## config.mk

```make
export PLATFORM = sky130hd
export DESIGN_NAME = psum_acc
export DESIGN_NICKNAME = d
export VERILOG_FILES = /design/src/rtl/psum_acc_pkg.sv /design/src/rtl/psum_sat_add.sv /design/src/rtl/psum_acc.sv
export SDC_FILE = /design/constraint.sdc
export NUM_CORES = 1
export LEC_CHECK = 0
export ABC_AREA = 0
export CAP_MARGIN = 20
export CELL_PAD_IN_SITES_DETAIL_PLACEMENT = 1
export CELL_PAD_IN_SITES_GLOBAL_PLACEMENT = 2
export CORE_ASPECT_RATIO = 0.8
export CORE_MARGIN = 4
export CORE_UTILIZATION = 45
export DETAILED_ROUTE_END_ITERATION = 8
export PLACE_DENSITY = 0.95
export SLEW_MARGIN = 20
export SYNTH_ARGS = -nofsm -noshare
export SYNTH_HDL_FRONTEND = slang
export SYNTH_SLANG_ARGS = --single-unit
```

## constraint.sdc

```tcl
create_clock -name clk -period 12.93 [get_ports clk]
set_input_delay 3.2325 -clock clk [delete_from_list [all_inputs] [get_ports clk]]
set_output_delay 3.2325 -clock clk [all_outputs]
set_load 0.02 [all_outputs]
```

## src/rtl/psum_acc_pkg.sv

```systemverilog
// Shared defaults for the partial-sum accumulator: word width, row length and
// the number of MAC contributions that complete one row.
package psum_acc_pkg;

   localparam int PSUM_WIDTH_DEF   = 24;
   localparam int LENROW           = 16;
   localparam int MAC_PER_PSUM_DEF = 9;

   // Contribution counter width; must hold MAC_PER_PSUM.
   localparam int CNT_W = 4;

endpackage : psum_acc_pkg

```

## src/rtl/psum_sat_add.sv

```systemverilog
// Combinational signed saturating adder: a + b computed one bit wider, then
// clamped to the representable range of W bits.
module psum_sat_add
   import psum_acc_pkg::*;
#(
   parameter int W = PSUM_WIDTH_DEF
) (
   input  logic [W-1:0] a_i,
   input  logic [W-1:0] b_i,
   output logic [W-1:0] sum_o
);

   localparam logic [W-1:0] MAX_V = {1'b0, {(W-1){1'b1}}};
   localparam logic [W-1:0] MIN_V = {1'b1, {(W-1){1'b0}}};

   logic [W:0] full;

   always_comb begin
      full  = {a_i[W-1], a_i} + {b_i[W-1], b_i};
      sum_o = full[W-1:0];
      // Sign bit and the bit below it disagree only on overflow.
      if (full[W] != full[W-1]) begin
         sum_o = full[W] ? MIN_V : MAX_V;
      end
   end

endmodule : psum_sat_add

```

## src/rtl/psum_acc.sv

```systemverilog
// One partial-sum channel: accumulates MAC contributions into a row buffer and
// streams the finished row to the global buffer with valid/ready handshakes.
//
//   state | meaning
//   ------+------------------------------------------------------------
//   IDLE  | no row in progress; empty reported to the arbiter
//   ACC   | accepting MAC words, overwrite on first contribution, else add
//   OUT   | streaming row words buf[ra] downstream; MAC side stalled
module psum_acc
   import psum_acc_pkg::*;
#(
   parameter int PSUM_WIDTH   = PSUM_WIDTH_DEF,
   parameter int LENPSUM      = LENROW,
   parameter int MAC_PER_PSUM = MAC_PER_PSUM_DEF
) (
   input  logic                  clk,
   input  logic                  rst_n,
   input  logic                  PEBARB_Sta,
   input  logic                  ARBPSUM_fnh,
   input  logic                  MACPSUM_Val,
   input  logic [PSUM_WIDTH-1:0] MACPSUM_Dat,
   input  logic                  MACPSUM_Last,
   output logic                  PSUMMAC_Rdy,
   output logic                  PSUMARB_empty,
   output logic                  PSUMGLB_Val,
   output logic [PSUM_WIDTH-1:0] PSUMGLB_Dat,
   input  logic                  GLBPSUM_Rdy
);

   localparam int AW = (LENPSUM > 1) ? $clog2(LENPSUM) : 1;
   localparam logic [AW-1:0]    A_LAST  = AW'(LENPSUM - 1);
   localparam logic [CNT_W-1:0] CNT_MAX = CNT_W'(MAC_PER_PSUM);

   typedef enum logic [1:0] {
      IDLE = 2'd0,
      ACC  = 2'd1,
      OUT  = 2'd2
   } state_e;

   state_e                state_q, state_d;
   logic [CNT_W-1:0]      cnt_q, cnt_d;
   logic [AW-1:0]         wa_q, wa_d;
   logic [AW-1:0]         ra_q, ra_d;
   logic [PSUM_WIDTH-1:0] row_q [LENPSUM];
   logic [PSUM_WIDTH-1:0] row_d [LENPSUM];

   logic                  mac_acc;
   logic                  glb_acc;
   logic [PSUM_WIDTH-1:0] sat_sum;

   assign PSUMMAC_Rdy   = (state_q != OUT);
   assign PSUMGLB_Val   = (state_q == OUT);
   assign PSUMARB_empty = (state_q == IDLE);
   assign PSUMGLB_Dat   = row_q[ra_q];

   assign mac_acc = MACPSUM_Val && PSUMMAC_Rdy;
   assign glb_acc = PSUMGLB_Val && GLBPSUM_Rdy;

   // Only buf[wa] is touched per cycle, so a single adder serves the whole row.
   psum_sat_add #(
      .W (PSUM_WIDTH)
   ) u_sat_add (
      .a_i   (row_q[wa_q]),
      .b_i   (MACPSUM_Dat),
      .sum_o (sat_sum)
   );

   always_comb begin
      state_d = state_q;
      cnt_d   = cnt_q;
      wa_d    = wa_q;
      ra_d    = ra_q;
      row_d   = row_q;

      if (PEBARB_Sta) begin
         state_d = IDLE;
         cnt_d   = '0;
         wa_d    = '0;
         ra_d    = '0;
      end else begin
         if (mac_acc) begin
            row_d[wa_q] = (cnt_q == '0) ? MACPSUM_Dat : sat_sum;
            if (MACPSUM_Last) begin
               wa_d = '0;
               if (cnt_q != CNT_MAX) begin
                  cnt_d = cnt_q + CNT_W'(1);
               end
            end else begin
               wa_d = (wa_q == A_LAST) ? '0 : wa_q + AW'(1);
            end
         end

         case (state_q)
            IDLE: begin
               if (mac_acc) begin
                  state_d = ACC;
               end
            end
            ACC: begin
               if ((cnt_q == CNT_MAX) && ARBPSUM_fnh) begin
                  state_d = OUT;
               end
            end
            OUT: begin
               if (glb_acc) begin
                  if (ra_q == A_LAST) begin
                     state_d = IDLE;
                     cnt_d   = '0;
                     wa_d    = '0;
                     ra_d    = '0;
                  end else begin
                     ra_d = ra_q + AW'(1);
                  end
               end
            end
            default: begin
               state_d = IDLE;
            end
         endcase
      end
   end

   always_ff @(posedge clk or negedge rst_n) begin
      if (!rst_n) begin
         state_q <= IDLE;
         cnt_q   <= '0;
         wa_q    <= '0;
         ra_q    <= '0;
         for (int i = 0; i < LENPSUM; i++) begin
            row_q[i] <= '0;
         end
      end else begin
         state_q <= state_d;
         cnt_q   <= cnt_d;
         wa_q    <= wa_d;
         ra_q    <= ra_d;
         row_q   <= row_d;
      end
   end

endmodule : psum_acc

```

==> metrics.yaml <==
route:
  via_per_inst: 6.73
  dr.pass1.iters: 7
  wl_mm: 80.9
  via_count: 19000
  wl_per_cell_um: 28.7
  antenna_left: 0
  drtIter0Drc: 2052
  drc: 0
clock_tree:
  post-cts-setup-buffer-count: 0
  clock_latency_ns: 0.60
  cts_sinks: 398
  cts_made_buffers: 43
  cts_tree: "done"
  path_clk_slew_ns: 0.06
  holdBufCountCts: 0
  cts_resized: 0
  clockRootBuffer: "clkbuf_16"
  cts_buffer_depth: 3
  htree_levels: 2
yosys:
  synth_enable_flop_cells: 0
  ys_seq_area_frac: 0.438
  synthArstFlopShare: 1.00
  ys_ff_latch: 398
  synth_nets: 2222
  yosys_warnings: 0
  synth_ff_type: "dfrtp_1"
  syn_area_per_cell_um2: 10.5
  synthCells: 2158
  synthDistinctLibCells: 65
  synth_area_mm2: 0.0228
floorplan:
  ios: 58
  fp.dieW_um: 259
  rows: 73
  die_h_um: 209
  initial_utilization: 0.456
  die-area_mm2: 0.0543
  fp.coreArea_mm2: 0.0499
timing:
  worstMarginPinSlew_ns: 1.19
  setup_viol: 0
  timing.hold.ws_ns: 0.504
  finalCritPeriodShare: 0.600
  rsz0062_at_grt: "no"
  max_freq_mhz: 129
  final_hold_viol_count: 0
  slew_violations: 0
  period_minus_slack_ns: 7.75
  skew_ns: 0.0296
  setup-tns-final_ns: 0
  relSlewSlack: 0.198
layout:
  drive_gt1_frac: 0.182
  area_growth_pct: 11.3
  fillCellCount: 5383
  fin_area_mm2: 0.0253
  final_net_count: 2177
  diodes: 0
  regArea_mm2: 0.00998
  multiInputGateArea_mm2: 0.0121
place:
  post-dp-hpwl_mm: 48.8
  dpl-instance-area_mm2: 0.0239
  place_congestion: 0.892
  portBuffers: 57
power_and_ir_drop:
  power_frac_seq: 0.391
  p_comb_frac: 0.242
  power.switching_mw: 1.13
  total_power_mw: 3.50
  cellPowerDensity_mw_per_mm2: 138
  intPower_mw: 2.36
  ir_drop_uv: 86.2
  p_leak_nw: 10.1
  power.share.switching: 0.324
  pwr-share-clk: 0.367
worst_hold_path:
  holdCritStartpoint: "row_q[189]$_DFFE_PN0P_"
  min_path_type: "flop to flop"
flow_run:
  drv_cap: 0
run_status:
  status: "finished clean"
global_route:
  grt_pass1_vias: 20200
  grt_max_degree: 154
  antenna_found_initial: 2
  grt_overflow_total: 0
  grt.total_usage: 0.299
  grt_pass1_wl_mm: 125
critical_path:
  crit_arrival_ns: 4.52
  critPathRequiredTime_ns: 9.70
  setup.worst_path.end_class: "primary output"
  startpoint: "ra_q[2]$_DFFE_PN0P_"
  crit_type: "flop to primary output"
  r2r_start: "wa_q[1]$_DFF_PN0_"
  cp-start-kind: "flop"
  cp_max_fo: 26
critical path: stages (launching register included):
cell and delay (ns):
dfrtp_1 0.79, buf_4 0.49, nor2b_4 0.83, buf_4 0.52, a221oi_1 0.25, a22oi_1 0.21, nand2_1 0.20, clkdlybuf4s50_1 0.60
cells by family after synthesis:
kind of cell / Yosys count / share of synthesized area
adders and majority gates: 33 / 0.0185
xor gates and xnor gates: 16 / 0.00616
muxes: 316 / 0.235
DFF: 398 / 0.438
and+or+nand+nor: 577 / 0.103
buffers and inverters: 203 / 0.0354
AOI/OAI and AO/OA: 615 / 0.165
area by class of cell:
type	count	area share
Tap cell	675	0.0333
Clock inverter	13	0.00588
Clock buffer	64	0.0508
Inverter	16	0.00237
Multi-Input combinational cell	1557	0.478
Sequential cell	398	0.394
Timing Repair Buffer	97	0.0357
through the flow:
stage	cells	utilization	worst slack, ns
4_1_cts	2820	0.507	5.22
5_1_grt	2820	0.508	4.96
3_3_place_gp	2742	0.477	5.50
2_1_floorplan	2158	-	7.00
6_report	2820	0.508	5.18
3_5_place_dp	2743	0.478	5.42
synthesized netlist by cell type, types with 8 or more instances:
| cell type | instances | area [um^2] |
|---|---|---|
| inv_1 | 16 | 60.1 |
| nor3_1 | 10 | 50.1 |
| mux4_2 | 168 | 3780 |
| mux2i_1 | 83 | 831 |
| buf_2 | 14 | 70.1 |
| nand4_1 | 8 | 50.1 |
| xnor2_1 | 8 | 70.1 |
| clkbuf_1 | 144 | 541 |
| buf_1 | 20 | 75.1 |
| mux2_2 | 65 | 732 |
| a221oi_1 | 25 | 219 |
| dfrtp_1 | 398 | 9960 |
| nor2_1 | 90 | 338 |
| o211ai_1 | 8 | 60.1 |
| o31ai_1 | 96 | 721 |
| nand2_1 | 409 | 1540 |
| nor2b_1 | 9 | 56.3 |
| xor2_1 | 8 | 70.1 |
| ha_1 | 32 | 400 |
| nand3_1 | 21 | 105 |
| a21oi_1 | 87 | 435 |
| a22oi_1 | 26 | 195 |
| o22ai_1 | 10 | 62.6 |
| o21ai_0 | 293 | 1470 |
routing by layer:
metal	vias up	global-route usage	routed length, um
li1	7907	-	-
met2	884	0.465	37400
met1	9953	0.413	33400
met5	-	0	27
met4	4	0.117	2960
met3	220	0.0625	7130
cells in the final DEF (no fill, tap or decap), types with 32 or more instances in the layout:
cell and n:
buf_4 37, dfrtp_1 391, mux2i_1 83, mux2_2 65, a21oi_1 84, mux4_2 168, o31ai_1 96, nor2_1 86
clkdlybuf4s50_1 56, nand2_1 409, clkbuf_16 45, ha_1 32, o21ai_0 293
sequential cells by signal, summed over array words and instances, names as in the netlist:
signal / cells
wa_q: 4
row_q: 384
cnt_q: 4
ra_q: 4
state_q: 2
power by group through the flow:
stage	clock network (mW)	registers, mW	logic [mW]
2_1_floorplan	0	1.36	0.527
3_3_place_gp	0	1.38	0.798
3_5_place_dp	0	1.39	0.816
4_1_cts	1.29	1.37	0.826
5_1_grt	1.35	1.37	0.903
6_report	1.28	1.37	0.845
worst paths after layout:
kind / endpoint / cells past startpoint / slack, ns
worst min register to register: row_q[189]$_DFFE_PN0P_ / 2 / 0.50
max in group asynchronous: row_q[371]$_DFFE_PN0P_ / 3 / 8.06
min in group asynchronous: row_q[354]$_DFFE_PN0P_ / 1 / 2.64
worst max register to register: row_q[6]$_DFFE_PN0P_ / 12 / 6.42
worst min-delay path: row_q[189]$_DFFE_PN0P_ / 2 / 0.50
worst max-delay path: PSUMGLB_Dat[17] / 7 / 5.18
(Power assumes the default switching activity.)
